===== src/rtl/sync_link_pkg.sv =====
// Shared types and helpers for the sync-to-async dual-rail link bridges.
package sync_link_pkg;

    localparam int unsigned RAIL_NUM = 2;

    // [1] true rail, [0] false rail
    typedef logic [RAIL_NUM-1:0] rail_pair_t;

    typedef enum logic [2:0] {
        ST_IDLE,
        ST_SET,
        ST_WAIT_HI,
        ST_RTZ,
        ST_WAIT_LO,
        ST_WAIT_ACK
    } link_state_t;

    function automatic rail_pair_t dr_encode(input logic b);
        return {b, ~b};
    endfunction

endpackage


===== src/rtl/ack_sync.sv =====
// Multi-flop synchronizer for an asynchronous link acknowledge.
module ack_sync #(
    parameter int unsigned STAGES = 2
) (
    input  logic clk,
    input  logic rst,
    input  logic ack_i,
    output logic ack_s
);

    logic [STAGES-1:0] sync_q;

    always_ff @(posedge clk or posedge rst) begin
        if (rst) sync_q <= '0;
        else     sync_q <= {sync_q[STAGES-2:0], ack_i};
    end

    assign ack_s = sync_q[STAGES-1];

endmodule


===== src/rtl/sync_link_driver.sv =====
// Valid/ready to dual-rail link source, two-phase (TP) or four-phase RZ (FP).
// Optional ack timeout enabled by defining SYNC_LINK_DRV_TIMEOUT_EN.
module sync_link_driver
    import sync_link_pkg::*;
#(
    parameter string       ENC         = "TP",
    parameter int unsigned WIDTH       = 1,
    parameter int unsigned SYNC_STAGES = 2,
    parameter int unsigned CNT_W       = 16,
    parameter int unsigned TMO_W       = 12
) (
    input  logic                             clk,
    input  logic                             rst,
    input  logic [WIDTH-1:0]                 data_i,
    input  logic                             valid_i,
    output logic                             ready_o,
    output logic [WIDTH-1:0][RAIL_NUM-1:0]   out,
    input  logic                             ack_i,
    output logic                             busy_o,
    output logic [CNT_W-1:0]                 cnt_o,
    output logic                             tmo_o
);

    link_state_t             state, nxt;
    rail_pair_t [WIDTH-1:0]  out_q, out_d;
    logic [CNT_W-1:0]        cnt_q;
    logic                    cnt_inc;
    logic                    ack_s;
    logic                    run_q;
    logic                    acc_ok;
    logic                    hs;
    logic                    tmo_hit;

    ack_sync #(.STAGES(SYNC_STAGES)) u_ack_sync (
        .clk   (clk),
        .rst   (rst),
        .ack_i (ack_i),
        .ack_s (ack_s)
    );

    // run_q keeps ready low while reset is applied and for the first edge after release
    always_ff @(posedge clk or posedge rst) begin
        if (rst) begin
            state <= ST_IDLE;
            out_q <= '0;
            cnt_q <= '0;
            run_q <= 1'b0;
        end else begin
            state <= nxt;
            out_q <= out_d;
            run_q <= 1'b1;
            if (cnt_inc) cnt_q <= cnt_q + CNT_W'(1);
        end
    end

    assign ready_o = run_q && (state == ST_IDLE) && acc_ok;
    assign hs      = valid_i && ready_o;
    assign busy_o  = (state != ST_IDLE);
    assign out     = out_q;
    assign cnt_o   = cnt_q;

`ifdef SYNC_LINK_DRV_TIMEOUT_EN
    logic [TMO_W-1:0] tmo_cnt;
    logic             tmo_q;
    logic             in_wait;

    assign in_wait = state inside {ST_WAIT_ACK, ST_WAIT_HI, ST_WAIT_LO};
    assign tmo_hit = in_wait && (tmo_cnt == '1);
    assign tmo_o   = tmo_q;

    // Counts cycles spent in one wait state; any state change restarts it
    always_ff @(posedge clk or posedge rst) begin
        if (rst) begin
            tmo_cnt <= '0;
            tmo_q   <= 1'b0;
        end else begin
            if (!in_wait || (nxt != state)) tmo_cnt <= '0;
            else                             tmo_cnt <= tmo_cnt + TMO_W'(1);
            if (tmo_hit) tmo_q <= 1'b1;
        end
    end
`else
    // Without the timeout the wait states hold until the ack arrives
    assign tmo_hit = 1'b0 & (TMO_W == 0);
    assign tmo_o   = 1'b0;
`endif

    if (ENC == "FP") begin : g_fp
        // A stale high ack in IDLE is a protocol error: hold off until it drops
        assign acc_ok = !ack_s;

        always_comb begin
            nxt     = state;
            out_d   = out_q;
            cnt_inc = 1'b0;
            case (state)
                ST_IDLE: begin
                    if (hs) begin
                        for (int unsigned b = 0; b < WIDTH; b++) out_d[b] = dr_encode(data_i[b]);
                        nxt = ST_WAIT_HI;
                    end
                end
                ST_WAIT_HI: begin
                    if (ack_s) begin
                        out_d = '0;
                        nxt   = ST_WAIT_LO;
                    end else if (tmo_hit) begin
                        nxt = ST_IDLE;
                    end
                end
                ST_WAIT_LO: begin
                    if (!ack_s) begin
                        cnt_inc = 1'b1;
                        nxt     = ST_IDLE;
                    end else if (tmo_hit) begin
                        nxt = ST_IDLE;
                    end
                end
                // SET/RTZ are skew-delay placeholders, unreachable without a configured delay
                default: nxt = ST_IDLE;
            endcase
        end
    end else begin : g_tp
        logic exp_q, exp_d;

        assign acc_ok = 1'b1;

        always_ff @(posedge clk or posedge rst) begin
            if (rst) exp_q <= 1'b0;
            else     exp_q <= exp_d;
        end

        always_comb begin
            nxt     = state;
            out_d   = out_q;
            exp_d   = exp_q;
            cnt_inc = 1'b0;
            case (state)
                ST_IDLE: begin
                    if (hs) begin
                        for (int unsigned b = 0; b < WIDTH; b++) begin
                            if (data_i[b]) out_d[b][1] = ~out_q[b][1];
                            else           out_d[b][0] = ~out_q[b][0];
                        end
                        nxt = ST_WAIT_ACK;
                    end
                end
                ST_WAIT_ACK: begin
                    if (ack_s != exp_q) begin
                        exp_d   = ~exp_q;
                        cnt_inc = 1'b1;
                        nxt     = ST_IDLE;
                    end else if (tmo_hit) begin
                        nxt = ST_IDLE;
                    end
                end
                default: nxt = ST_IDLE;
            endcase
        end
    end

endmodule

===== config.mk =====
export PLATFORM = sky130hd
export DESIGN_NAME = sync_link_driver
export DESIGN_NICKNAME = d
export VERILOG_FILES = /design/src/rtl/sync_link_pkg.sv /design/src/rtl/ack_sync.sv /design/src/rtl/sync_link_driver.sv
export SDC_FILE = /design/constraint.sdc
export NUM_CORES = 1
export LEC_CHECK = 0
export ABC_AREA = 1
export ABC_CLOCK_PERIOD_IN_PS = 1400
export BUFFER_PORTS_ARGS = -buffer_cell sky130_fd_sc_hd__buf_4
export CORE_ASPECT_RATIO = 0.6
export CORE_MARGIN = 2
export CORE_UTILIZATION = 52
export CTS_CLUSTER_DIAMETER = 100
export CTS_CLUSTER_SIZE = 20
export DETAILED_ROUTE_END_ITERATION = 6
export GPL_ROUTABILITY_DRIVEN = 0
export MAX_ROUTING_LAYER = met4
export PLACE_DENSITY = 0.77
export SKIP_LAST_GASP = 1
export SYNTH_ARGS = -nofsm -noshare
export SYNTH_HDL_FRONTEND = slang
export SYNTH_SLANG_ARGS = --single-unit

===== constraint.sdc =====
create_clock -name clk -period 1.4 [get_ports clk]
set_input_delay 0.14 -clock clk [delete_from_list [all_inputs] [get_ports clk]]
set_output_delay 0.14 -clock clk [all_outputs]
set_load 0.05 [all_outputs]

==> results of run 1 <==
## state kept, by name, summed over array words and instances, names as in the netlist
signal	flops
cnt_o	16
out	2
u_ack_sync.sync_q	2
g_tp.exp_q	1
run_q	1
state	1
## kinds of logic (layout without fill, tap and decap cells)
kind of cell / Yosys count / after routing
AOI/OAI and AO/OA: 6 / 6
xor gates and xnor gates: 8 / 8
adders and majority gates: 1 / 1
buffers and inverters: 20 / 51
DFF: 23 / 23
other: 2 / 2
and+or+nand+nor: 88 / 88
## cell usage in the layout, fill, tap and decap left out, drive strengths merged
master,Yosys,final
o21ai,5,5
ha,1,1
dfrtp,23,23
a21oi,1,1
nand4,3,3
nand2,53,53
nor2,22,22
clkbuf,0,3
dlygate4sd3,0,2
clkinv,0,1
xnor2,4,4
xor2,4,4
conb,2,2
nand3b,1,1
buf,1,26
inv,19,19
nand3,9,9
## path summary, 6_finish.rpt
kind / endpoint / slack, ns / cells past startpoint
setup / recovery: cnt_o[10] / 0.09 / 8
hold / removal: state[0] / 0.17 / 3
setup reg to reg: cnt_o[10] / 0.09 / 8
hold reg to reg: u_ack_sync.sync_q[1] / 0.37 / 0
max in group asynchronous: cnt_o[0] / 0.69 / 4
min in group asynchronous: cnt_o[7] / 0.46 / 4
## critical path, delay by kind of cell (launching register included)
kind | cells | cell delay [ns]
adders and majority gates | 1 | 0.16
DFF | 1 | 0.43
and+or+nand+nor | 7 | 0.62
## timing repair
item,4_1_cts,5_1_grt
setup endpoints to repair,0,4
endpoints found under the hold margin,24,0
buffers inserted,0,1
gates resized for setup,0,1
hold buffers,2,0
## metal layers
layer / vias up / wire length [um] / track usage [%]
li1: 510 / - / -
met1: 460 / 1160 / 26.7
met2: 30 / 1200 / 38.4
met3: 2 / 162 / 5.34
met4: 0 / 13 / 6.38
met5: - / 0 / -
## per-stage QoR
step	instance area, um2	hold WS [ns]	power [mW]	instances	worst slack (ns)
final	1500	0.172	2.53	209	0.0910
after global routing	1500	0.185	2.68	209	0.00861
after CTS	1470	0.175	2.49	208	0.103
after detailed placement	1410	0.205	2.07	202	0.116
after global placement	1410	0.200	2.02	202	0.134
after floorplan	1190	0.141	1.74	148	0.00470
## area by class of cell
cell class                      instances  area (um2)
Inverter                               19        71.3
Timing Repair Buffer                   28         228
Fill cell                             172         633
Tap cell                               30        37.5
Clock buffer                            3        41.3
Sequential cell                        23         584
Multi-Input combinational cell        105         531
Clock inverter                          1        5.00
## report_power, final
part,internal (mW),switching [mW],total [mW]
logic,0.376,0.751,1.13
registers,0.813,0.181,0.993
clock network,0.199,0.213,0.411
==> results by group, run 1 <==
Yosys
  • Post-Syn Nets: 154
  • Area leader, netlist: dfrtp_1
  • Sequential area share after synthesis: 49.6%
  • Synth warn: 0
  • Main synth FF type: dfrtp_1
  • Synth Area in Compound Gates: 2.59%
  • Syn Area/Cell: 7.84 um2
  • Post-synthesis mux area share: 0%
  • Synth area leaders: dfrtp_1 (50%), nand2_1 (16%), inv_1 (6.1%), nor2_1 (5.8%), nand3_1 (3.9%)
  • Largest family of logic cells by synthesized area: simple AND/OR/NAND/NOR gates
  • Synth top area share: 49.6%
  • EDFF count, synth: 0
  • Commonest cells post-synth: nand2_1 (50), dfrtp_1 (23), inv_1 (19)
  • Mapped Cells: between 100 and 150
  • Seq cells post-synth: 23
  • Synth Area in Adders: 1.08%
  • Post-Synth XOR/XNOR Area: around 6.0%
  • Synth Area in Simple Gates: between 30% and 40%
  • Mapped Area: 1160 um2
  • Count leader, synth: nand2_1
  • Async SR Flop Fraction: 100%
  • Post-synthesis cell type count: 19

Die
  • Total core area: 2130 um2
  • Die Wd: roughly 65 um
  • Initial Utilization: 54.4%
  • I/O Pins: 26
  • Cell Rows: 13
  • Die area: roughly 2600 um2
  • Die Y: 40.6 um

Power
  • Power per cell area: roughly 1700 nW/um2
  • Maximum vdd drop: 0.00126 V
  • Lkg Pwr: a little over 0.7 nW

Critical path
  • CP startpoint: cnt_o[0]
  • Required @ worst endpoint: ~1.6 ns
  • Slowest CP cell: dfrtp_2
  • Crit path kind: flip-flop to flip-flop
  • CP startpoint kind: flip-flop
  • Arr. time, crit path: 1.47 ns
  • Crit-path cells: ha_4 -> nand2_1 -> nor2_1 -> nand2_1 -> nor2_2 -> nand2_1 -> nand2_1 -> nand2_1
  • FF-to-FF Start: cnt_o[0]
  • Crit Path Max Fanout: 5
  • Cell repeated most along the worst path: nand2_1
  • Largest stage delay, worst path: 0.43 ns
  • Crit path capture type: flip-flop

STA
  • Tmin final: 1.31 ns
  • Final hold viol count: 0
  • Final setup viols: 0
  • Max Fclk: about 760 MHz
  • Fin. max-slew vios: 0
  • Setup TNS: 0 ns
  • Final Skew: 0.00131 ns
  • RSZ-0062 raised after global routing: false
  • Tcrit/Tclk final: approximately 93%

Placement
  • Port buffer count: 24
  • Post-detail-place hpwl: about 1.9 mm

Hold path
  • Worst Hold Class: primary input to flip-flop
  • Hold Path Origin: valid_i

Clock network
  • H-tree level count: 1
  • Clk slew on worst S/H paths: approximately 0.080 ns
  • Num CTS Buffers: 3
  • Clk root buf: clkbuf_8
  • CTS sink cnt: 23
  • Clock Tree Buf Depth: 2
  • Clock Latency Late Sink: ~0.26 ns
  • CTS tree: yes

Finish
  • P&R area growth vs syn: 29.1%
  • Share of cells above drive strength 1: 25.7%
  • Core Util, Final: between 70% and 80%
  • N_diodes: 0
  • Fin nets: 186

Detailed routing
  • DR vias/cell: 4.79
  • DR iter-0 viols: 77
  • DRC Markers: 0
  • DR WL/cell: roughly 12 um
  • Final ANT Viol Nets: 0
  • DR vias: between 1,000 and 1,500
  • Total wire length: 2.54 mm
  • First-pass DRT Iterations: 4

Global route
  • GR Util All Layers: 22.1%
  • Overflow after GRT: 0
  • Largest net degree at the start of global routing: 24
  • Global-route wire length before repair: 4.02 mm
  • Initial antenna violation count: 0
  • Vias in the first global route: between 800 and 900

Run
  • MaxCap Viol Count: 0

Status
  • Status: finished, final reports clean
Note: power is estimated with default switching activity, not from simulation.
==> run 2: changes to the inputs <==
--- a/config.mk
+++ b/config.mk
@@ -8,15 +8,15 @@
 export ABC_AREA = 1
 export ABC_CLOCK_PERIOD_IN_PS = 1400
 export BUFFER_PORTS_ARGS = -buffer_cell sky130_fd_sc_hd__buf_4
-export CORE_ASPECT_RATIO = 0.6
 export CORE_MARGIN = 2
-export CORE_UTILIZATION = 52
+export CORE_UTILIZATION = 55
+export CTS_BUF_LIST = sky130_fd_sc_hd__clkbuf_8
 export CTS_CLUSTER_DIAMETER = 100
 export CTS_CLUSTER_SIZE = 20
 export DETAILED_ROUTE_END_ITERATION = 6
 export GPL_ROUTABILITY_DRIVEN = 0
 export MAX_ROUTING_LAYER = met4
-export PLACE_DENSITY = 0.77
+export PLACE_DENSITY = 0.81
 export SKIP_LAST_GASP = 1
 export SYNTH_ARGS = -nofsm -noshare
 export SYNTH_HDL_FRONTEND = slang
==> run 2 against run 1 <==
Net effect:
- clock power hardly changed
- global-route usage grew 0.48 points
- combinational power barely moved
- hold slack worse by 0.020 ns
- fmax grew 2.0%
- first-iteration DRC count shrank 71%
- die area is 5.5% lower
- cell count fell by 0.48%
- largest cell class unchanged
- largest power group unchanged
==> results by group, run 2 (synthesis gave the netlist of run 1 again) <==
STA
  • Tmin final: 1.28 ns
  • Fin. max-slew vios: 0
  • RSZ-0062 raised after global routing: false
  • Max Fclk: 779 MHz
  • Tcrit/Tclk final: 91.7%
  • Final hold viol count: 0
  • Setup TNS: 0 ns
  • Final setup viols: 0
  • Final Skew: around 0.0025 ns

Critical path
  • Crit path capture type: flip-flop
  • CP startpoint kind: flip-flop
  • CP startpoint: u_ack_sync.sync_q[1]
  • Crit Path Max Fanout: 10
  • Cell repeated most along the worst path: nand2_1
  • Largest stage delay, worst path: 0.41 ns
  • Buffers & Inverters on Critical Path: 0
  • FF-to-FF Start: u_ack_sync.sync_q[1]
  • Required @ worst endpoint: between 1.5 and 2 ns
  • Crit path kind: flip-flop to flip-flop
  • Crit-path cells: nand2_1 -> nand2_2 -> nor2_4 -> nand2_4 -> o21ai_1 -> nand2_1
  • Cell family with most CP delay: simple AND/OR/NAND/NOR gates
  • Slowest CP cell: dfrtp_1
  • Arr. time, crit path: 1.44 ns

Detailed routing
  • Total wire length: ~2.4 mm
  • First-pass DRT Iterations: 4
  • Final ANT Viol Nets: 0
  • DRC Markers: 0
  • DR vias/cell: 4.90
  • DR iter-0 viols: 22
  • DR vias: 1,020
  • DR WL/cell: about 12 um

Clock network
  • Num CTS Buffers: 3
  • Clk slew on worst S/H paths: 0.08 ns
  • Clock Tree Buf Depth: 2
  • H-tree level count: 1
  • CTS sink cnt: 23
  • CTS tree: yes
  • Clk root buf: clkbuf_8
  • Clock Latency Late Sink: 0.27 ns

Finish
  • Most common cell after layout, fill and taps aside: nand2_1
  • Share of cells above drive strength 1: 26.5%
  • Commonest non-fill, non-tap cells in the layout: nand2_1 (50), buf_4 (28), inv_1 (19)
  • P&R area growth vs syn: 29.0%
  • Fin nets: between 150 and 200
  • Max reg flops: 16
  • N_diodes: 0

Hold path
  • Hold Path Origin: valid_i
  • Worst Hold Class: primary input to flip-flop

Status
  • Status: finished, final reports clean

Die
  • Total core area: 1980 um2
  • Die Wd: between 40 and 50 um
  • Initial Utilization: 58.5%
  • I/O Pins: 26
  • Cell Rows: 16
  • Die Y: approximately 50 um
  • Die area: 2490 um2

Global route
  • Global-route wire length before repair: ~4.2 mm
  • GR Util All Layers: 22.6%
  • Vias in the first global route: 984
  • Overflow after GRT: 0
  • Largest net degree at the start of global routing: 24
  • Initial antenna violation count: 0

Placement
  • Post-detail-place hpwl: 1.74 mm
  • Port buffer count: 24

Power
  • Post-layout power: between 2 and 3 mW
  • Power per cell area: 1680 nW/um2
  • Lkg Pwr: 0.721 nW
  • Maximum vdd drop: 0.00182 V

Run
  • MaxCap Viol Count: 0
-- run 2: worst paths after layout --
path | end | slack (ns) | cells after the start
max reg2reg | cnt_o[9] | 0.12 | 6
min | state[0] | 0.15 | 3
min in group asynchronous | out[0] | 0.47 | 4
max in group asynchronous | cnt_o[2] | 0.69 | 4
min reg2reg | u_ack_sync.sync_q[1] | 0.35 | 0
max | cnt_o[9] | 0.12 | 6
-- run 2: per-stage QoR --
step	setup WS (ns)	hold slack, ns	cells	cell area, um2	util (%)
after global placement	0.161	0.203	200	1410	71.1
after floorplan	0.00470	0.141	148	1190	-
after detailed placement	0.143	0.213	200	1410	71.1
after CTS	0.110	0.150	206	1480	74.5
after global routing	0.0218	0.169	208	1500	75.5
final	0.116	0.152	208	1500	75.5
-- run 2: cell type report --
type / count / area, um2
tap: 27 / 33.8
inverter: 19 / 71.3
timing repair buffer: 30 / 230
sequential: 23 / 584
clock buffer: 3 / 41.3
clock inverter: 1 / 5.00
fill: 147 / 485
multi-input combinational: 105 / 531
-- run 2: repair_timing --
item,4_1_cts,5_1_grt
buffers inserted,0,2
hold endpoints to repair,24,0
resized for setup,0,1
hold buffers,2,0
setup endpoints to repair,0,2
-- run 2: tightest hold or removal path, delay by kind of cell --
kind	cells	cell delay, ns
buf+inv	1	0.09
simple gates	1	0.09
compound gates	1	0.06
-- run 2: power breakdown --
group          switching, mW  internal, mW  total, mW
clock network          0.210         0.199      0.409
registers              0.169         0.813      0.981
logic                  0.753         0.374       1.13
-- run 2: layer usage --
layer | track usage [%] | up-vias | routed length (um)
met5 | - | - | 0
met4 | 10.6 | 0 | 40
met3 | 2.73 | 5 | 115
met2 | 37.6 | 34 | 1170
met1 | 27.4 | 465 | 1080
li1 | - | 516 | -
==> run 3: changes to the inputs <==
--- a/config.mk
+++ b/config.mk
@@ -16,7 +16,7 @@
 export DETAILED_ROUTE_END_ITERATION = 6
 export GPL_ROUTABILITY_DRIVEN = 0
 export MAX_ROUTING_LAYER = met4
-export PLACE_DENSITY = 0.81
+export PLACE_DENSITY = 0.92
 export SKIP_LAST_GASP = 1
 export SYNTH_ARGS = -nofsm -noshare
 export SYNTH_HDL_FRONTEND = slang
==> run 3 against run 2 <==
Net effect:
- cell area decreased by 1.3%
- combinational power decreased by 7%
- global-route usage increased by 0.30 points
- first-iteration DRC count increased by 18%
- largest power group unchanged
- highest routed layer unchanged
==> results by group, run 3 (synthesis gave the netlist of run 1 again) <==
Clock network
  • Post-CTS setup buffers: 0
  • Clk root buf: clkbuf_8
  • Clk slew on worst S/H paths: 0.08 ns
  • H-tree level count: 1
  • Clock Latency Late Sink: 0.26 ns
  • CTS tree: yes
  • CTS sink cnt: 23
  • Num CTS Buffers: 3
  • Clock Tree Buf Depth: 2

STA
  • Hold Slack: 0.157 ns
  • Final hold viol count: 0
  • Post-route setup slack: 0.0896 ns
  • Tmin final: 1.31 ns
  • Final setup viols: 0
  • Fin. max-slew vios: 0
  • RSZ-0062 raised after global routing: true
  • Max Fclk: 763 MHz
  • Tcrit/Tclk final: 93.6%
  • Final Skew: 0.00288 ns

Finish
  • P&R area growth vs syn: 27.3%
  • Commonest non-fill, non-tap cells in the layout: nand2_1 (50), buf_4 (25), inv_1 (19)
  • Fin nets: 185
  • Reg area: 584 um2
  • Most common cell after layout, fill and taps aside: nand2_1
  • Share of cells above drive strength 1: 25.8%
  • N_diodes: 0
  • Max reg flops: 16
  • Multi-input logic area: between 500 and 600 um2
  • Fill cell count: 141

Detailed routing
  • DR WL/cell: 12.2 um
  • DR iter-0 viols: 26
  • DRC Markers: 0
  • First-pass DRT Iterations: 4
  • DR vias/cell: 5.00
  • DR vias: around 1,000
  • Final ANT Viol Nets: 0
  • Total wire length: 2.49 mm

Placement
  • Port buffer count: 24
  • Post-detail-place hpwl: 1.89 mm
  • Setup WS pre-CTS: 0.122 ns

Die
  • Die Y: 49.9 um
  • Total core area: 1980 um2
  • Initial Utilization: 58.5%
  • Die area: 2490 um2
  • Die Wd: 49.9 um
  • Cell Rows: 16
  • I/O Pins: 26

Global route
  • Overflow after GRT: 0
  • Largest net degree at the start of global routing: 24
  • Initial antenna violation count: 0
  • Vias in the first global route: 1,002
  • GR Util All Layers: 22.9%
  • Global-route wire length before repair: 4.20 mm

Power
  • Maximum vdd drop: 0.00165 V
  • Power per cell area: 1660 nW/um2
  • Lkg Pwr: a little over 0.7 nW

Critical path
  • Arr. time, crit path: ~1.5 ns
  • CP startpoint: cnt_o[0]
  • FF-to-FF Start: cnt_o[0]
  • Crit Path Max Fanout: 5
  • Crit path kind: flip-flop to flip-flop
  • Crit path capture type: flip-flop
  • CP startpoint kind: flip-flop
  • Required @ worst endpoint: 1.56 ns

Hold path
  • Hold Path Origin: data_i
  • Worst Hold Class: primary input to flip-flop

Status
  • Status: finished, final reports clean

Run
  • MaxCap Viol Count: 0
run 3: path summary, 6_finish.rpt:
| kind | cells past startpoint | slack, ns | end |
|---|---|---|---|
| max | 8 | 0.09 | cnt_o[10] |
| min | 3 | 0.16 | out[0] |
| max reg2reg | 8 | 0.09 | cnt_o[10] |
| min reg2reg | 0 | 0.35 | u_ack_sync.sync_q[1] |
| max in group asynchronous | 4 | 0.69 | cnt_o[2] |
| min in group asynchronous | 4 | 0.47 | out[0] |
run 3: per-stage QoR:
stage / power [mW] / instance area [um2] / util, % / cells / TNS [ns]
4_1_cts: 2.46 / 1470 / 74.1 / 205 / 0
2_1_floorplan: 1.74 / 1190 / - / 148 / 0
3_5_place_dp: 2.05 / 1400 / 70.8 / 199 / 0
5_1_grt: 2.59 / 1480 / 74.5 / 205 / -0.0146
3_3_place_gp: 2.01 / 1400 / 70.8 / 199 / 0
6_report: 2.45 / 1480 / 74.5 / 205 / 0
run 3: area by class of cell:
cell class	instances	share of cell area [%]
Clock buffer	3	2.80
Sequential cell	23	39.6
Tap cell	27	2.29
Timing Repair Buffer	27	14.1
Inverter	19	4.83
Multi-Input combinational cell	105	36.1
Clock inverter	1	0.339
run 3: layer usage:
layer	GRT usage (%)	up-vias	wire, um
met5	-	-	0
met4	13.9	0	72
met3	3.03	13	98
met2	36.4	34	1240
met1	27.7	469	1080
li1	-	510	-
run 3: critical path: stages, from the launching register on:
cell and delay (ns):
dfrtp_2 0.43, ha_4 0.16, nand2_1 0.08, nor2_1 0.10, nand2_1 0.07, nor2_2 0.19, nand2_1 0.08, nand2_1 0.06
nand2_1 0.05
run 3: repair_timing:
item	4_1_cts	5_1_grt
endpoints found under the setup margin	0	2
endpoints found under the hold margin	24	0
hold buffers	2	0
gates resized for setup	0	2
run 3: power by group:
part | leakage [nW] | switching, mW | internal [mW]
registers | 0.290 | 0.179 | 0.813
clock network | 0.0255 | 0.205 | 0.199
logic | 0.391 | 0.728 | 0.327
total | 0.706 | 1.11 | 1.34
